### src/rtl/maze_arb_pkg.sv
// Shared types and constants for the maze memory arbiter.
//   arb_state_t : access sequencer states
//   req_id_t    : requester identity (solver / loader)
//   COORD_W_DEF : default coordinate width
//   STAT_W      : width of the optional statistics counters
//   LAT_W       : width of the read-latency down-counter (RD_LAT up to 7)
//   sat_inc     : saturating increment used by the statistics counters
package maze_arb_pkg;

  typedef enum logic [1:0] {
    IDLE  = 2'd0,
    ISSUE = 2'd1,
    WAIT  = 2'd2,
    ACK   = 2'd3
  } arb_state_t;

  typedef enum logic {
    REQ_S = 1'b0,
    REQ_L = 1'b1
  } req_id_t;

  localparam int COORD_W_DEF = 4;
  localparam int STAT_W      = 16;
  localparam int LAT_W       = 3;

  function automatic logic [STAT_W-1:0] sat_inc(input logic [STAT_W-1:0] v);
    return (v == '1) ? v : v + STAT_W'(1);
  endfunction

endpackage

### src/rtl/maze_rr_picker.sv
// Combinational 2-way round-robin picker with loader lock.
// Ports:
//   req_s, req_l : pending requests from solver / loader
//   last_gnt     : requester served most recently
//   lock_owned   : loader holds exclusive ownership (solver never picked)
//   winner       : selected requester
//   valid        : a requester was selected this cycle
module maze_rr_picker
  import maze_arb_pkg::*;
(
  input  logic    req_s,
  input  logic    req_l,
  input  req_id_t last_gnt,
  input  logic    lock_owned,
  output req_id_t winner,
  output logic    valid
);

  always_comb begin
    winner = REQ_S;
    valid  = 1'b0;
    if (lock_owned) begin
      winner = REQ_L;
      valid  = req_l;
    end else if (req_s && req_l) begin
      // on a tie, the requester not served last goes first
      winner = (last_gnt == REQ_S) ? REQ_L : REQ_S;
      valid  = 1'b1;
    end else if (req_l) begin
      winner = REQ_L;
      valid  = 1'b1;
    end else if (req_s) begin
      winner = REQ_S;
      valid  = 1'b1;
    end
  end

endmodule

### src/rtl/maze_mem_arbiter.sv
// Arbiter sharing the single 16x16 maze memory between the solver (S) and
// the loader (L). Each access is sequenced IDLE -> ISSUE -> (WAIT) -> ACK.
// Ports:
//   clk, rst_n                : clock, async active-low reset
//   req_/we_/x_/y_/wdata_{s,l} : requester access (held until ack)
//   lock_l                    : loader exclusive ownership request
//   ack_{s,l}, rdata_{s,l}    : completion pulse and read data
//   mem_x/mem_y/mem_rd/mem_wr/mem_din/mem_dout : memory port
//   busy                      : sequencer not in IDLE
// Optional build macro MAZE_ARB_STATS_EN adds saturating counters
//   gnt_cnt_s, gnt_cnt_l, conflict_cnt.
//
// state | meaning
// IDLE  | pick a winner, latch its request
// ISSUE | drive address/data and one read or write strobe
// WAIT  | read latency, capture mem_dout in the last cycle
// ACK   | one-cycle ack to the winner, remember it as last grant
module maze_mem_arbiter
  import maze_arb_pkg::*;
#(
  parameter int COORD_W = COORD_W_DEF,
  parameter int DATA_W  = 1,
  parameter int RD_LAT  = 1
) (
  input  logic               clk,
  input  logic               rst_n,
  input  logic               req_s,
  input  logic               we_s,
  input  logic [COORD_W-1:0] x_s,
  input  logic [COORD_W-1:0] y_s,
  input  logic [DATA_W-1:0]  wdata_s,
  input  logic               req_l,
  input  logic               we_l,
  input  logic [COORD_W-1:0] x_l,
  input  logic [COORD_W-1:0] y_l,
  input  logic [DATA_W-1:0]  wdata_l,
  input  logic               lock_l,
  output logic               ack_s,
  output logic               ack_l,
  output logic [DATA_W-1:0]  rdata_s,
  output logic [DATA_W-1:0]  rdata_l,
  output logic [COORD_W-1:0] mem_x,
  output logic [COORD_W-1:0] mem_y,
  output logic               mem_rd,
  output logic               mem_wr,
  output logic [DATA_W-1:0]  mem_din,
  input  logic [DATA_W-1:0]  mem_dout,
  output logic               busy
`ifdef MAZE_ARB_STATS_EN
  ,
  output logic [STAT_W-1:0]  gnt_cnt_s,
  output logic [STAT_W-1:0]  gnt_cnt_l,
  output logic [STAT_W-1:0]  conflict_cnt
`endif
);

  arb_state_t         state, state_nxt;
  req_id_t            last_gnt, gnt, pick_w;
  logic               pick_v;
  logic               lock_owned, lock_eff;
  logic               lat_we;
  logic [COORD_W-1:0] lat_x, lat_y;
  logic [DATA_W-1:0]  lat_wdata;
  logic [LAT_W-1:0]   wait_cnt;

  // ownership only blocks S while lock_l is still high; dropping lock_l
  // releases S in the very IDLE cycle that sees it low
  assign lock_eff = lock_owned & lock_l;

  maze_rr_picker u_picker (
    .req_s      (req_s),
    .req_l      (req_l),
    .last_gnt   (last_gnt),
    .lock_owned (lock_eff),
    .winner     (pick_w),
    .valid      (pick_v)
  );

  assign mem_x   = lat_x;
  assign mem_y   = lat_y;
  assign mem_din = lat_wdata;

  always_comb begin
    state_nxt = state;
    mem_rd    = 1'b0;
    mem_wr    = 1'b0;
    ack_s     = 1'b0;
    ack_l     = 1'b0;
    busy      = (state != IDLE);
    case (state)
      IDLE:  if (pick_v) state_nxt = ISSUE;
      ISSUE: begin
        mem_wr    = lat_we;
        mem_rd    = ~lat_we;
        state_nxt = lat_we ? ACK : WAIT;
      end
      WAIT:  if (wait_cnt == '0) state_nxt = ACK;
      ACK: begin
        ack_s     = (gnt == REQ_S);
        ack_l     = (gnt == REQ_L);
        state_nxt = IDLE;
      end
      default: state_nxt = IDLE;
    endcase
  end

  always_ff @(posedge clk or negedge rst_n) begin
    if (!rst_n) begin
      state      <= IDLE;
      last_gnt   <= REQ_L;
      gnt        <= REQ_S;
      lock_owned <= 1'b0;
      lat_we     <= 1'b0;
      lat_x      <= '0;
      lat_y      <= '0;
      lat_wdata  <= '0;
      wait_cnt   <= '0;
      rdata_s    <= '0;
      rdata_l    <= '0;
    end else begin
      state <= state_nxt;
      case (state)
        IDLE: begin
          if (!lock_l)
            lock_owned <= 1'b0;
          else if (pick_v && pick_w == REQ_L)
            lock_owned <= 1'b1;
          if (pick_v) begin
            gnt       <= pick_w;
            lat_we    <= (pick_w == REQ_L) ? we_l    : we_s;
            lat_x     <= (pick_w == REQ_L) ? x_l     : x_s;
            lat_y     <= (pick_w == REQ_L) ? y_l     : y_s;
            lat_wdata <= (pick_w == REQ_L) ? wdata_l : wdata_s;
          end
        end
        ISSUE: wait_cnt <= LAT_W'(RD_LAT - 1);
        WAIT: begin
          if (wait_cnt == '0) begin
            if (gnt == REQ_S) rdata_s <= mem_dout;
            else              rdata_l <= mem_dout;
          end else begin
            wait_cnt <= wait_cnt - LAT_W'(1);
          end
        end
        ACK: last_gnt <= gnt;
        default: ;
      endcase
    end
  end

`ifdef MAZE_ARB_STATS_EN
  always_ff @(posedge clk or negedge rst_n) begin
    if (!rst_n) begin
      gnt_cnt_s    <= '0;
      gnt_cnt_l    <= '0;
      conflict_cnt <= '0;
    end else begin
      if (state == ACK && gnt == REQ_S) gnt_cnt_s <= sat_inc(gnt_cnt_s);
      if (state == ACK && gnt == REQ_L) gnt_cnt_l <= sat_inc(gnt_cnt_l);
      // a tie, or S held off by the loader lock
      if (state == IDLE && req_s && (req_l || lock_eff))
        conflict_cnt <= sat_inc(conflict_cnt);
    end
  end
`endif

endmodule

### config.mk
export PLATFORM = sky130hd
export DESIGN_NAME = maze_mem_arbiter
export DESIGN_NICKNAME = d
export VERILOG_FILES = /design/src/rtl/maze_arb_pkg.sv /design/src/rtl/maze_rr_picker.sv /design/src/rtl/maze_mem_arbiter.sv
export SDC_FILE = /design/constraint.sdc
export NUM_CORES = 1
export LEC_CHECK = 0
export ABC_AREA = 1
export BUFFER_PORTS_ARGS = -buffer_cell sky130_fd_sc_hd__buf_2
export CORE_UTILIZATION = 52
export CTS_CLUSTER_DIAMETER = 50
export DETAILED_ROUTE_END_ITERATION = 6
export PLACE_DENSITY = 0.84
export SLEW_MARGIN = 40
export SYNTH_ARGS = -nofsm -noshare
export SYNTH_HDL_FRONTEND = slang
export SYNTH_SLANG_ARGS = --single-unit
export TNS_END_PERCENT = 5
### constraint.sdc
create_clock -name clk -period 2.07 [get_ports clk]
set_input_delay 0.414 -clock clk [delete_from_list [all_inputs] [get_ports clk]]
set_output_delay 0.414 -clock clk [all_outputs]
set_load 0.005 [all_outputs]
==> flow_summary.yaml <==
synth:
  mappedNetlistArea_um2: 1140
  syn-num-nets: 178
  netlist-cell-type-count: 19
  synth-compound-area-share_pct: 4.27
  synthXorXnorAreaFrac_pct: 0
  synth_mux_area_share_pct: 0
  synth_top_family_by_area: "simple AND/OR/NAND/NOR gates"
  avgSynthCellArea_um2: 7.82
  synth_cells: 146
  yosys_warnings: 0
  yosysSeqAreaShare_pct: 43.9
  synthSimpleGateAreaFrac_pct: 34.4
  synth_adder_area_share_pct: 6.57
  ys_ff_latch: 20
clock_tree:
  cts.sinks: 20
  numCtsBuffers: 3
  root_buffer: "clkbuf_4"
  path_clk_slew_ps: 120
  cts_tree: "built"
  max-clock-path-buffers: 2
  clkLatencyLatePin_ps: 310
  cts_resized: 0
  holdBufCountCts: 0
  cts_htree_levels: 1
  post-cts-setup-buffer-count: 0
timing:
  worst_pin_slew_ps: 434
  hold_ws_ps: 19.6
  period_share_pct: 86.6
  totalNegativeSetupSlack_ps: 0
  finClkSkew_ps: 7.39
  slew_headroom_pct: 71.1
  setup_viol_count_final: 0
  clock.fmax_mhz: 558
  hold_viol: 0
  fin_crit_ps: 1790
  finalMaxSlewViolations: 0
  rsz0062_at_grt: "no"
worst_setup_path:
  endpoint_kind: "output pin"
  reg2regPathDepth: 7
  r2r-start: "wait_cnt[0]"
  startpoint_type: "flop"
  cp-endpoint: "busy"
  crit_fanout: 5
  r2r_slack_ps: 640
  r2r-end: "wait_cnt[2]"
  startpoint: "state[0]"
  worstPathRequired_ps: 1660
  cp.arrival_ps: 1380
  critPathKind: "reg -> out"
layout:
  final_common_cell: "nand2_1"
  final_cell_mix: "nand2_1 (46), buf_2 (41), inv_1 (21)"
  multiInputGateArea_um2: 517
  n_fill_cell: 176
  layout.cells.non_filler: 214
  area_growth_pct: 22.2
  drive_gt1_share_pct: 29.4
  nets: 220
  final_area_um2: 1400
  num_antenna_cells: 0
  seqCellArea_um2: 502
placed_design:
  placed_area_um2: 1340
  place.gp.congestion: 0.886
  numPortBuffers: 41
  hpwlAfterDp_um: 1790
  place_inst: 210
floorplan:
  rows: 16
  fp.dieArea_um2: 2390
  pin_count: 42
  core_area_um2: 2020
  fp.dieW_um: 48.9
  die_h_um: 48.9
  initial_core_util_pct: 56.5
grt:
  grt_max_degree: 21
  gr-usage-all-layers_pct: 23.3
  antenna_found_initial: 0
  top_usage_layer: "met2"
  grt_pass1_vias: 932
  use_met1_pct: 29.4
  grt_use_met2_pct: 37.7
  grt_overflow_total: 0
  grt_pass1_wl_um: 4130
  grt_util_met3_pct: 4.36
routing:
  wl_per_cell_um: 11.1
  routed_wl_um: 2380
  dr.pass1.iters: 4
  drc: 0
  viasPerCell: 4.97
  drt_iter0_drc: 10
  ant_nets: 0
  vias: 1063
power:
  p_per_area_nw_per_um2: 1260
  max-vdd-ir-drop_mv: 0.860
  leakage_nw: 0.829
  power.total_mw: 1.76
job:
  max_cap_viol_count: 0
hold_path:
  hp-class: "in -> async"
status:
  status: "completed"
-- final cells by class --
class / instances / area share [%]
clock buffers: 3 / 1.61
clock inverters: 1 / 2.15
inverters: 23 / 6.18
multi-input cells: 99 / 37.0
flip-flops and latches: 20 / 35.9
well taps: 27 / 2.42
repair buffers: 41 / 14.7
-- worst min-delay path by stage --
stage | depth (start not counted) | end | start | slack, ps
after global placement | 1 | state[1] | rst_n | 380
after detailed placement | 1 | state[1] | rst_n | 390
after floorplan | 0 | gnt | rst_n | 120
final | 1 | wait_cnt[0] | rst_n | 20
after CTS | 1 | wait_cnt[0] | rst_n | 30
after global routing | 1 | mem_x[1] | rst_n | 50
-- power by group --
group | total (mW) | internal (mW) | switching, mW
logic | 0.755 | 0.313 | 0.442
clock network | 0.324 | 0.196 | 0.128
registers | 0.683 | 0.564 | 0.119
total | 1.76 | 1.07 | 0.690
-- routing by layer --
metal,routed length (µm),share of wire (%),vias to the layer above
met1,1060,44,477
met5,0,0,-
met4,68,2.9,0
met2,1130,47,40
met3,124,5.2,7
li1,-,-,539
-- flip-flops by register name, summed over array words and instances (netlist names) --
| signal | cells |
|---|---|
| mem_x | 4 |
| mem_y | 4 |
| wait_cnt | 3 |
| state | 2 |
| gnt | 1 |
| last_gnt | 1 |
| lat_we | 1 |
| lock_owned | 1 |
| mem_din | 1 |
| rdata_l | 1 |
| rdata_s | 1 |
-- metrics by stage --
stage	util, %	setup slack (ps)
3_5_place_dp	66.5	617
4_1_cts	69.1	289
2_1_floorplan	-	818
5_1_grt	69.1	183
3_3_place_gp	66.5	660
6_report	69.1	276
-- cells in the mapped netlist --
| cell type | number | area [µm²] |
|---|---|---|
| nand2_1 | 46 | 173 |
| inv_1 | 21 | 78.8 |
| dfrtp_1 | 19 | 475 |
| nand3_1 | 14 | 70.1 |
| nand3b_1 | 9 | 67.6 |
| nor2_1 | 8 | 30.0 |
| ha_1 | 6 | 75.1 |
| nand2_2 | 5 | 31.3 |
| o21ai_1 | 3 | 15.0 |
| buf_4 | 2 | 15.0 |
| buf_6 | 2 | 22.5 |
| inv_2 | 2 | 7.51 |
| o21ai_0 | 2 | 10.0 |
| o22ai_1 | 2 | 12.5 |
| a21oi_1 | 1 | 5.00 |
| a31oi_1 | 1 | 6.26 |
| dfstp_2 | 1 | 26.3 |
| nand2_4 | 1 | 11.3 |
| nand3_2 | 1 | 10.0 |
-- kinds of logic after synthesis --
group                    count (synthesis)
AND/OR/NAND/NOR                         84
buffers and inverters                   27
flip-flops                              20
AO/OA/AOI/OAI                            9
adder cells (fa/ha/maj)                  6
-- critical path, cell delays in order (launching register included) --
cell and delay, ps:
dfrtp_1 450, inv_1 130, ha_1 280, inv_1 90, buf_2 130
Power figures use the tool's default switching activity.
